File: config.mk
export PLATFORM = sky130hd
export DESIGN_NAME = fib_seq_engine_flat
export DESIGN_NICKNAME = d
export VERILOG_FILES = /design/src/rtl/fib_seq_if.sv /design/src/rtl/fib_seq_engine.sv /design/src/flat_wrapper.sv
export SDC_FILE = /design/constraint.sdc
export NUM_CORES = 1
export LEC_CHECK = 0
export CORE_ASPECT_RATIO = 1.5
export CORE_MARGIN = 4
export CORE_UTILIZATION = 50
export DETAILED_ROUTE_END_ITERATION = 10
export GPL_ROUTABILITY_DRIVEN = 0
export PLACE_DENSITY = 0.7
export SETUP_SLACK_MARGIN = 0.4
export SLEW_MARGIN = 20
export SYNTH_ARGS = -nofsm -noshare
export SYNTH_HDL_FRONTEND = slang
export SYNTH_SLANG_ARGS = --single-unit
File: constraint.sdc
create_clock -name clk -period 2.95 [get_ports clk]
set_input_delay 0.7375 -clock clk [delete_from_list [all_inputs] [get_ports clk]]
set_output_delay 0.7375 -clock clk [all_outputs]
set_load 0.05 [all_outputs]
File: src/rtl/fib_seq_if.sv
// Start/done handshake bundle for the runtime Fibonacci/Lucas sequence engine.
interface fib_seq_if #(
  parameter int WIDTH   = 32,
  parameter int N_WIDTH = 6
);
  logic               start;
  logic [N_WIDTH-1:0] n;
  logic               mode;
  logic               busy;
  logic               done;
  logic [WIDTH-1:0]   result;
  logic               overflow;

  modport master (
    output start, n, mode,
    input  busy, done, result, overflow
  );

  modport slave (
    input  start, n, mode,
    output busy, done, result, overflow
  );
endinterface

File: src/rtl/fib_seq_engine.sv
// Iterative Fibonacci / Lucas term generator: one step per clock, sticky overflow tag on the
// term pair so that only a genuine wrap of term n reaches the overflow output.
//
// state | meaning
// IDLE  | waiting for start; result/overflow hold the last completed term
// CALC  | stepping the (a, b) pair until cnt reaches zero, then publishing a
module fib_seq_engine #(
  parameter int WIDTH   = 32,
  parameter int N_WIDTH = 6
) (
  input  logic     clk,
  input  logic     rst,
  fib_seq_if.slave bus
);

  typedef enum logic {IDLE, CALC} state_t;

  state_t             state;
  logic [WIDTH-1:0]   a, b;
  logic               ova, ovb;
  logic [N_WIDTH-1:0] cnt;
  logic               busy_q, done_q, overflow_q;
  logic [WIDTH-1:0]   result_q;
  logic [WIDTH:0]     sum;

  assign sum = {1'b0, a} + {1'b0, b};

  always_ff @(posedge clk) begin
    if (rst) begin
      state      <= IDLE;
      a          <= '0;
      b          <= '0;
      ova        <= 1'b0;
      ovb        <= 1'b0;
      cnt        <= '0;
      busy_q     <= 1'b0;
      done_q     <= 1'b0;
      result_q   <= '0;
      overflow_q <= 1'b0;
    end else begin
      done_q <= 1'b0;
      case (state)
        IDLE: begin
          if (bus.start) begin
            a      <= bus.mode ? WIDTH'(2) : '0;
            b      <= WIDTH'(1);
            ova    <= 1'b0;
            ovb    <= 1'b0;
            cnt    <= bus.n;
            busy_q <= 1'b1;
            state  <= CALC;
          end
        end
        CALC: begin
          if (cnt != '0) begin
            a   <= b;
            b   <= sum[WIDTH-1:0];
            // b leads a by one term, so its wrap only becomes visible once it shifts into a
            ova <= ovb;
            ovb <= ova | ovb | sum[WIDTH];
            cnt <= cnt - 1'b1;
          end else begin
            result_q   <= a;
            overflow_q <= ova;
            done_q     <= 1'b1;
            busy_q     <= 1'b0;
            state      <= IDLE;
          end
        end
        default: state <= IDLE;
      endcase
    end
  end

  assign bus.busy     = busy_q;
  assign bus.done     = done_q;
  assign bus.result   = result_q;
  assign bus.overflow = overflow_q;

endmodule
File: src/flat_wrapper.sv
// flat-port wrapper written by rule: the top's interface ports become plain ports
module fib_seq_engine_flat 
#(
  parameter int WIDTH   = 32,
  parameter int N_WIDTH = 6
)
  (clk, rst, bus_start, bus_n, bus_mode, bus_busy, bus_done, bus_result, bus_overflow);
  fib_seq_if #(.WIDTH(WIDTH), .N_WIDTH(N_WIDTH)) bus_i ();
  input  logic clk;
  input  logic rst;
  input wire logic [$bits(bus_i.start)-1:0] bus_start;
  input wire logic [$bits(bus_i.n)-1:0] bus_n;
  input wire logic [$bits(bus_i.mode)-1:0] bus_mode;
  output wire logic [$bits(bus_i.busy)-1:0] bus_busy;
  output wire logic [$bits(bus_i.done)-1:0] bus_done;
  output wire logic [$bits(bus_i.result)-1:0] bus_result;
  output wire logic [$bits(bus_i.overflow)-1:0] bus_overflow;
  assign bus_i.start = bus_start;
  assign bus_i.n = bus_n;
  assign bus_i.mode = bus_mode;
  assign bus_busy = bus_i.busy;
  assign bus_done = bus_i.done;
  assign bus_result = bus_i.result;
  assign bus_overflow = bus_i.overflow;
  fib_seq_engine #(.WIDTH(WIDTH), .N_WIDTH(N_WIDTH)) u_core (.clk(clk), .rst(rst), .bus(bus_i));
endmodule
==> summary.md <==
| Metric | Value |
|---|---|
| Result of the run | completed |
| Peak fanout along the critical path | 38 |
| Post-synthesis instance total | 668 |
| Drc violations | 0 |
| Mapped cell area | 0.005568 mm² |
| Clock network latency to the later pin of the worst-skew pair | 0.34 ns |
| Critical Path Source Type | flip-flop |
| Kind of critical path | flip-flop to flip-flop |
| Power density cells | 479.7 mW/mm² |
| Count of state elements after synthesis | 108 |
| Total routing usage reported by global routing | 0.2071 |
| Die Width | 94.16 µm |
| Sum of overflow across all layers after global routing | 0 |
| Layout overhead on the synthesized area | 15.71% |
| Count of max-cap constraint violations | 0 |
| Floorplan core area | 0.01076 mm² |
| Drt first-iter violations | 208 |
| Site Rows | 46 |
| Initial standard-cell utilization of the core | 0.5173 |
| Number of nets still failing antenna checks after routing | 0 |
| Largest family of logic cells by synthesized area | compound AO/OA/AOI/OAI gates |
| Wirelength per Cell | 15.44 µm |
| Dominant synthesized flop cell | sky130_fd_sc_hd__dfxtp_1 |
| Static Leak | 2.490 nW |
| TritonCTS Buffers | 9 |
| Post-route worst hold slack | 0.4523 ns |
| Most repeated cell in the gate-level netlist after synthesis | sky130_fd_sc_hd__nand2_1 |
| Number of antenna repair diodes | 0 |
| RSZ-0062 raised after global routing | yes |
| NumNets Final | 737 |
| Endpoint kind of the worst setup timing path | flip-flop |
| Crit path arrival time | 2.63 ns |
| H-Tree Depth | 3 |
| Mux contribution to synthesized area | 0.007416 |
| Number of antenna violations at the first check in global routing | 0 |
| Clock period minus final worst setup slack | 2.375 ns |
| Tightest slew margin relative to the limit | 0.3874 |
| Clock-pin transition on the worst setup and hold timing paths | 0.07 ns |
| Die footprint | 0.01292 mm² |
| Warnings from Yosys | 0 |
| Count of flip-flops with a built-in enable after synthesis | 0 |
| Vias in the first global route | 4645 |
| Number of fillers in the final layout | 1005 |
| Compound-gate portion of the synthesized area | 0.2596 |
| Placed wire-length estimate after detailed placement | 9035 µm |
| Detailed-routing iteration count for the pre-antenna-repair pass | 6 |
| Simple-Gate Fraction of Synth Area | 0.1746 |
| Required @ worst endpoint | 3.20 ns |
| Yosys top cell by area | sky130_fd_sc_hd__dfxtp_1 |
| Max-slew violation total from the final report | 0 |
| Distinct cell type count after synthesis | 66 |
| Worst hold-check path type | flip-flop to flip-flop |
| Top-area cell type share of the netlist area | 0.3883 |
| Total Neg Setup Slack | 0 ns |
| Most common library cells after synthesis | sky130_fd_sc_hd__nand2_1 (131), sky130_fd_sc_hd__dfxtp_1 (108), sky130_fd_sc_hd__a21oi_1 (68) |
| Wire length of the first global-routing pass | 21650 µm |
| Vias per cell | 5.700 |
| Port Buf Inserts | 44 |
| Routed Wire Length | 12990 µm |
| Clock Path Buffers | 2 |
| Leading post-synthesis cells by cell area | sky130_fd_sc_hd__dfxtp_1 (39%), sky130_fd_sc_hd__nand2_1 (8.8%), sky130_fd_sc_hd__ha_1 (7.6%) |
| Fraction of layout instances using a drive strength above 1 | 0.07891 |
| Count of endpoints failing setup in the final report | 0 |
| FFs w/ async S/R, synth | 0 |
| Largest net degree at the start of global routing | 39 |
| Mean post-synth cell area | 8.335 µm² |
| TritonCTS clock tree | done |
| Total I/O pin count | 45 |
| Slew at the pin closest to its max-slew limit | 0.9180 ns |
| Post-synthesis share of cell area spent on full adders, half adders and majority gates | 0.08000 |
| Via Count | 4794 |
| Synth Area in XOR/XNOR | 0.04404 |
| Peak Freq | 421.0 MHz |
| Height of the die | 137.2 µm |
| Syn Nets | 713 |
| Root Buffer Master | sky130_fd_sc_hd__clkbuf_16 |
| Final clock period utilization by the worst path | 0.8052 |
| Final-report hold violation count | 0 |
| Worst voltage drop across the vdd grid | 0.2622 mV |
| Num Clock Sinks | 108 |
| Share of synthesized area occupied by flip-flops and latches | 0.3883 |
| Setup skew after layout | 0.005644 ns |
-- metal layers --
layer  share of wire  wire length (µm)  GRT usage
met3           0.037               478    0.03333
met5               0                 0          0
met4           0.014               185    0.06908
met2            0.53              6822     0.3795
met1            0.42              5502     0.2423
-- sequential cells by signal, indices dropped and copies added, names as in the netlist --
register             cells
u_core.b                32
u_core.a                32
u_core.cnt               6
u_core.bus.result       32
u_core.bus.busy          1
u_core.state             1
u_core.ova               1
u_core.ovb               1
u_core.bus.overflow      1
u_core.bus.done          1
-- cell type report --
type | count | area [µm²] | area share
Timing Repair Buffer | 54 | 514.2 | 0.07982
Tap cell | 144 | 180.2 | 0.02797
Clock buffer | 13 | 270.3 | 0.04195
Multi-Input combinational cell | 504 | 3192 | 0.4954
Sequential cell | 108 | 2162 | 0.3356
Clock inverter | 3 | 67.56 | 0.01049
Inverter | 15 | 56.30 | 0.008740
-- metrics by stage --
step	utilization	instance area [µm²]	total power [mW]	std cells	setup WS (ns)
after floorplan	-	5568	1.706	668	0.8654
after CTS	0.5958	6412	3.116	841	0.4868
final	0.5986	6442	3.091	841	0.5746
after detailed placement	0.5638	6068	1.789	824	0.1988
after global routing	0.5986	6442	3.213	841	0.3705
after global placement	0.5638	6068	1.782	824	0.2339
-- path summary, 6_finish.rpt --
path	end	slack, ns	depth (start not counted)	start
worst min register to register	u_core.bus.result[5]$_SDFFE_PP0P_	0.45	2	u_core.bus.result[5]$_SDFFE_PP0P_
worst min-delay path	u_core.bus.result[5]$_SDFFE_PP0P_	0.45	2	u_core.bus.result[5]$_SDFFE_PP0P_
worst max register to register	u_core.b[30]$_SDFFE_PP0P_	0.57	10	u_core.cnt[0]$_SDFFE_PP0P_
worst max-delay path	u_core.b[30]$_SDFFE_PP0P_	0.57	10	u_core.cnt[0]$_SDFFE_PP0P_
-- where the power goes --
group | total (mW) | switching, mW | leakage (nW) | internal (mW)
logic | 0.260 | 0.177 | 1.46 | 0.0839
clock network | 1.33 | 0.513 | 0.162 | 0.814
registers | 1.50 | 0.0241 | 0.872 | 1.48
total | 3.09 | 0.714 | 2.49 | 2.38
-- kinds of logic (layout without fill, tap and decap cells) --
logic type      after synthesis  count (layout)
compound gates              219             219
xor+xnor                     28              28
fa+ha+maj                    35              35
buf+inv                      57              85
flops                       108             108
mux                           4               4
simple gates                217             218
-- critical path, cell delays in order, from the launching register on --
cell and delay [ns]:
sky130_fd_sc_hd__dfxtp_1 0.38, sky130_fd_sc_hd__inv_1 0.10, sky130_fd_sc_hd__ha_1 0.20, sky130_fd_sc_hd__nor4b_2 0.16, sky130_fd_sc_hd__nand2b_1 0.12, sky130_fd_sc_hd__buf_6 0.30
sky130_fd_sc_hd__and2_1 0.26, sky130_fd_sc_hd__nand2b_1 0.08, sky130_fd_sc_hd__buf_4 0.20, sky130_fd_sc_hd__buf_4 0.21, sky130_fd_sc_hd__o311ai_1 0.27
-- layout by cell type, fill, tap and decap left out, drive strengths merged, types with 9 or more instances in the layout --
cell / synthesis / routed
a21o: 9 / 9
nor2: 32 / 33
clkdlybuf4s50: 0 / 43
ha: 34 / 34
a21oi: 71 / 71
buf: 20 / 11
nand2: 132 / 132
xor2: 14 / 14
inv: 15 / 15
dfxtp: 108 / 108
o21ai: 51 / 51
nand4: 9 / 9
o211ai: 10 / 10
nand2b: 9 / 9
xnor2: 14 / 14
clkbuf: 22 / 13
a22o: 30 / 30
-- what timing repair did --
item                                    CTS  global route
cloned                                    1             0
buffers inserted                          0             0
pin swaps                                 1             1
endpoints found under the setup margin   19            27
hold buffers                              0             0
gates resized for setup                   0             5
(Power assumes the default switching activity.)
